### src/rtl/exe_mem_stage_reg.sv
// EXE->MEM pipeline register. Also holds the architectural NZCV flags
// (C fed back to the ALU) and a retired-instruction counter.
module exe_mem_stage_reg #(
    parameter int DATA_LEN     = 32,
    parameter int REG_ADDR_LEN = 4,
    parameter int CNT_LEN      = 32
) (
    input  logic                    clk,
    input  logic                    rst,
    input  logic                    freeze,
    input  logic                    flush,
    input  logic                    in_valid,
    input  logic                    s_bit,
    input  logic [DATA_LEN-1:0]     alu_res,
    input  logic                    alu_c,
    input  logic                    alu_v,
    input  logic                    alu_z,
    input  logic                    alu_n,
    input  logic [DATA_LEN-1:0]     val_rm,
    input  logic [REG_ADDR_LEN-1:0] dest,
    input  logic                    wb_en,
    input  logic                    mem_r_en,
    input  logic                    mem_w_en,
    output logic                    out_valid,
    output logic [DATA_LEN-1:0]     alu_res_q,
    output logic [DATA_LEN-1:0]     val_rm_q,
    output logic [REG_ADDR_LEN-1:0] dest_q,
    output logic                    wb_en_q,
    output logic                    mem_r_en_q,
    output logic                    mem_w_en_q,
    output logic [3:0]              status,
    output logic                    carry_flag,
    output logic [CNT_LEN-1:0]      retired_cnt
);

    logic                    r_valid;
    logic [DATA_LEN-1:0]     r_alu_res;
    logic [DATA_LEN-1:0]     r_val_rm;
    logic [REG_ADDR_LEN-1:0] r_dest;
    logic                    r_wb_en;
    logic                    r_mem_r_en;
    logic                    r_mem_w_en;
    logic [3:0]              r_status;
    logic [CNT_LEN-1:0]      r_retired_cnt;

    always_ff @(posedge clk) begin
        if (rst) begin
            r_valid       <= 1'b0;
            r_alu_res     <= '0;
            r_val_rm      <= '0;
            r_dest        <= '0;
            r_wb_en       <= 1'b0;
            r_mem_r_en    <= 1'b0;
            r_mem_w_en    <= 1'b0;
            r_status      <= 4'b0000;
            r_retired_cnt <= '0;
        end else if (flush) begin
            // Bubble: data regs keep stale contents, control is cleared.
            r_valid    <= 1'b0;
            r_wb_en    <= 1'b0;
            r_mem_r_en <= 1'b0;
            r_mem_w_en <= 1'b0;
        end else if (!freeze) begin
            r_valid    <= in_valid;
            r_alu_res  <= alu_res;
            r_val_rm   <= val_rm;
            r_dest     <= dest;
            r_wb_en    <= wb_en    & in_valid;
            r_mem_r_en <= mem_r_en & in_valid;
            r_mem_w_en <= mem_w_en & in_valid;
            if (in_valid)
                r_retired_cnt <= r_retired_cnt + 1'b1;
            if (in_valid && s_bit)
                r_status <= {alu_n, alu_z, alu_c, alu_v};
        end
    end

    assign out_valid   = r_valid;
    assign alu_res_q   = r_alu_res;
    assign val_rm_q    = r_val_rm;
    assign dest_q      = r_dest;
    assign wb_en_q     = r_wb_en;
    assign mem_r_en_q  = r_mem_r_en;
    assign mem_w_en_q  = r_mem_w_en;
    assign status      = r_status;
    assign carry_flag  = r_status[1];
    assign retired_cnt = r_retired_cnt;

endmodule
### config.mk
export PLATFORM = sky130hd
export DESIGN_NAME = exe_mem_stage_reg
export DESIGN_NICKNAME = d
export VERILOG_FILES = /design/src/rtl/exe_mem_stage_reg.sv
export SDC_FILE = /design/constraint.sdc
export NUM_CORES = 1
export LEC_CHECK = 0
export ABC_CLOCK_PERIOD_IN_PS = 6090
export CAP_MARGIN = 40
export CORE_ASPECT_RATIO = 1.75
export CORE_MARGIN = 10
export CORE_UTILIZATION = 45
export DETAILED_ROUTE_END_ITERATION = 16
export PLACE_DENSITY = 0.82
export SYNTH_ARGS = -nofsm -noshare
export SYNTH_HDL_FRONTEND = slang
export SYNTH_SLANG_ARGS = --single-unit
export TNS_END_PERCENT = 10
### constraint.sdc
create_clock -name clk -period 6.09 [get_ports clk]
set_clock_uncertainty 0.2 [all_clocks]
set_input_delay 1.827 -clock clk [delete_from_list [all_inputs] [get_ports clk]]
set_output_delay 1.827 -clock clk [all_outputs]
set_load 0.01 [all_outputs]
==> results.cfg <==
[clocking]
cts_max_level = 3
clock_tree_from_tritoncts = built
cts_sinks = 108
clock_insertion_delay_worst_skew_ns = 0.34
post-cts-setup-buffers = 0
cts_max_path_buffers = 2
cts-resized-gates = 0
cts.reportedPaths.clkPinSlew_ns = 0.08
root_buffer = sky130_fd_sc_hd__clkbuf_16
cts_inserted_buffers = 9
cts_hold_repair.buffers = 0

[setup_path]
path_max_fanout = 42
critical_path.reg2reg.endpoint = retired_cnt[23]$_SDFFE_PP0P_
cp_data_arrival_time_ns = 4.02
worst_setup_path_start_kind = input pin
critical_path.reg2reg.startpoint = retired_cnt[10]$_SDFFE_PP0P_
worst_setup_path_category = input pin to flop
worst-r2r-cell-count = 4
worstPathRequired_ns = 6.16
worst_setup_ep_type = flop
timing.reg2reg.setup_slack_ns = 3.75

[place]
routabilityCongestion = 0.868
post_dp_cell_area_um2 = 6120
dp_worst_setup_slack_ns = 1.80
port_buf_inserts = 189
dp_cells = 779
post-dp-hpwl_mm = 11.0

[floorplanning]
initial_core_util_pct = 46.4
floorplan.die_area_um2 = 13800
placeableCoreArea_um2 = 9090
die_height_um = 148
placement_rows = 46
pin_count = 190
die_w_um = 93.2

[drt]
drt_iter0_markers = 199
drt_pre_antenna_iters = 6
drtAntennaViolNets = 0
detail_routed_via_count_per_cell = 5.41
detail_route.wl_per_cell_um = 18.1
drc = 0
detailroute.via_count = 4297
routed_wirelength_mm = 14.4

[global_route]
antenna_found_initial = 0
grt_usage_pct = 20.1
globalRouteOverflowTotal = 0
grtUsageMet2_pct = 36.5
first_global_vias = 4399
globalRouteMet3Util_pct = 8.06
globalRoute.busiestLayer = met2
grt_use_met1_pct = 18.8
grt_start_max_net_pins = 58
global_route_wire_length_before_repair_mm = 22.6

[synthesis]
synth_top_area_share_pct = 51.2
yosys.cell_count.top_type = sky130_fd_sc_hd__nand2_1
ys_types = 38
synth.yosys.warnings = 0
synth.largest_area_cell = sky130_fd_sc_hd__dfxtp_1
postSynth.asyncResetShare_pct = 0
post_synthesis_sequential_element_count = 108
top_ff_cell_synth = sky130_fd_sc_hd__dfxtp_1
netlist_instances = 507
synth_commonest_cells = sky130_fd_sc_hd__nand2_1, sky130_fd_sc_hd__dfxtp_1, sky130_fd_sc_hd__a21oi_1
netlist_top_cells_area = sky130_fd_sc_hd__dfxtp_1, sky130_fd_sc_hd__nand2_1, sky130_fd_sc_hd__a21oi_1
post_synth.cell_area_avg_um2 = 8.33
synthesis.area_um2 = 4220
synthesis.nets = 589
share_of_synthesized_area_occupied_by_flip_flops_and_latches_pct = 51.2
synth-edff-count = 0

[worst_hold_path]
hold_path_startpoint = val_rm_q[23]$_SDFFE_PP0P_
min-delay-path-class = flop to flop
whs_path_depth = 2
whs_endpoint = val_rm_q[23]$_SDFFE_PP0P_

[timing]
setup_repair_after_global_routing_missed_its_margin = false
postLayoutSetupSlackWorst_ns = 2.14
timing_hold_violations_final = 0
relSlewSlack_pct = 44.8
max_clock_freq_ghz = 0.253
fin_tns_setup_ns = 0
finalCriticalPeriod_ns = 3.95
drv_slew = 0
worst_pin_slew_ns = 0.828
setup_viol = 0
layout_worst_path_cycle_share_pct = 64.8

[outcome]
run_status = complete, no violations

[power_and_ir_drop]
power-per-cell-area_nw_per_um2 = 233
fin_total_pwr_mw = 1.50
static-leakage-power_nw = 2.22
irDropWorstVdd_uv = 202

[flow_run]
max_capacitance_violation_count = 0

[cells_and_area]
diodes = 0
final_layout_size_suffix_gt1_share_pct = 4.44
layout.nets = 752
area_delta_synth_final_pct = 51.9
finalInstanceArea_um2 = 6410
layout.cells.non_filler = 795
-- registers in the layout (all words and copies together), names as in the netlist --
register / cells
alu_res_q: 32
retired_cnt: 32
val_rm_q: 32
dest_q: 4
status: 4
mem_r_en_q: 1
mem_w_en_q: 1
out_valid: 1
wb_en_q: 1
-- through the flow --
step	utilization, %	hold WS [ns]
2_1_floorplan	-	0.281
3_3_place_gp	67.0	0.241
3_5_place_dp	67.3	0.247
4_1_cts	70.5	0.256
5_1_grt	70.5	0.277
6_report	70.5	0.255
-- power breakdown --
part | leakage, nW | total (mW) | switching [mW] | internal (mW)
sequential | 0.879 | 0.740 | 0.0117 | 0.728
combinational | 1.19 | 0.172 | 0.0738 | 0.0984
clock | 0.146 | 0.585 | 0.264 | 0.321
total | 2.22 | 1.50 | 0.349 | 1.15
-- critical path: stages --
cell	delay [ns]
sky130_fd_sc_hd__clkdlybuf4s50_1	0.71
sky130_fd_sc_hd__or2_2	0.74
sky130_fd_sc_hd__buf_4	0.42
sky130_fd_sc_hd__nand2_1	0.11
sky130_fd_sc_hd__a21oi_1	0.19
-- cells by family (layout without fill, tap and decap cells) --
group,Yosys count,in the layout,share of synthesized area [%]
DFF,108,108,51.2
muxes,7,7,1.72
xor gates and xnor gates,9,9,1.87
adders and majority gates,1,1,0.296
AOI/OAI and AO/OA,112,112,14.8
buffers and inverters,42,210,4.65
and+or+nand+nor,228,228,25.5
-- layer usage --
| layer | up-vias | part of all wire [%] | wire length [µm] |
|---|---|---|---|
| met4 | 0 | 3.8 | 546 |
| li1 | 2058 | - | - |
| met3 | 36 | 9.7 | 1390 |
| met1 | 1998 | 33 | 4700 |
| met5 | - | 0 | 0 |
| met2 | 205 | 54 | 7730 |
-- area by class of cell --
class | count | area (µm²)
flip-flops and latches | 108 | 2160
clock inverters | 7 | 73.8
repair buffers | 192 | 1920
clock buffers | 9 | 225
well taps | 120 | 150
multi-input cells | 357 | 1870
fillers | 755 | 2680
inverters | 2 | 7.51
-- cells in the final DEF, fill, tap and decap left out, types with 4 or more instances in the layout --
| cell type | n |
|---|---|
| sky130_fd_sc_hd__nor3_1 | 5 |
| sky130_fd_sc_hd__a21oi_1 | 87 |
| sky130_fd_sc_hd__mux2i_1 | 5 |
| sky130_fd_sc_hd__and4_1 | 5 |
| sky130_fd_sc_hd__nand2_1 | 145 |
| sky130_fd_sc_hd__or4_1 | 16 |
| sky130_fd_sc_hd__nand3_1 | 9 |
| sky130_fd_sc_hd__dfxtp_1 | 108 |
| sky130_fd_sc_hd__clkdlybuf4s50_1 | 188 |
| sky130_fd_sc_hd__clkbuf_16 | 9 |
| sky130_fd_sc_hd__and3_1 | 4 |
| sky130_fd_sc_hd__nand4_1 | 10 |
| sky130_fd_sc_hd__xor2_1 | 7 |
| sky130_fd_sc_hd__o31ai_1 | 16 |
| sky130_fd_sc_hd__nor2_1 | 16 |
-- how the worst max path moves through the flow --
stage / cells after the start / to / from
global placement: 5 / retired_cnt[31]$_SDFFE_PP0P_ / freeze
CTS: 5 / val_rm_q[20]$_SDFFE_PP0P_ / freeze
finish: 5 / val_rm_q[20]$_SDFFE_PP0P_ / freeze
floorplan: 6 / retired_cnt[29]$_SDFFE_PP0P_ / freeze
detailed placement: 5 / val_rm_q[20]$_SDFFE_PP0P_ / freeze
global route: 5 / retired_cnt[31]$_SDFFE_PP0P_ / freeze
(Power assumes the default switching activity.)
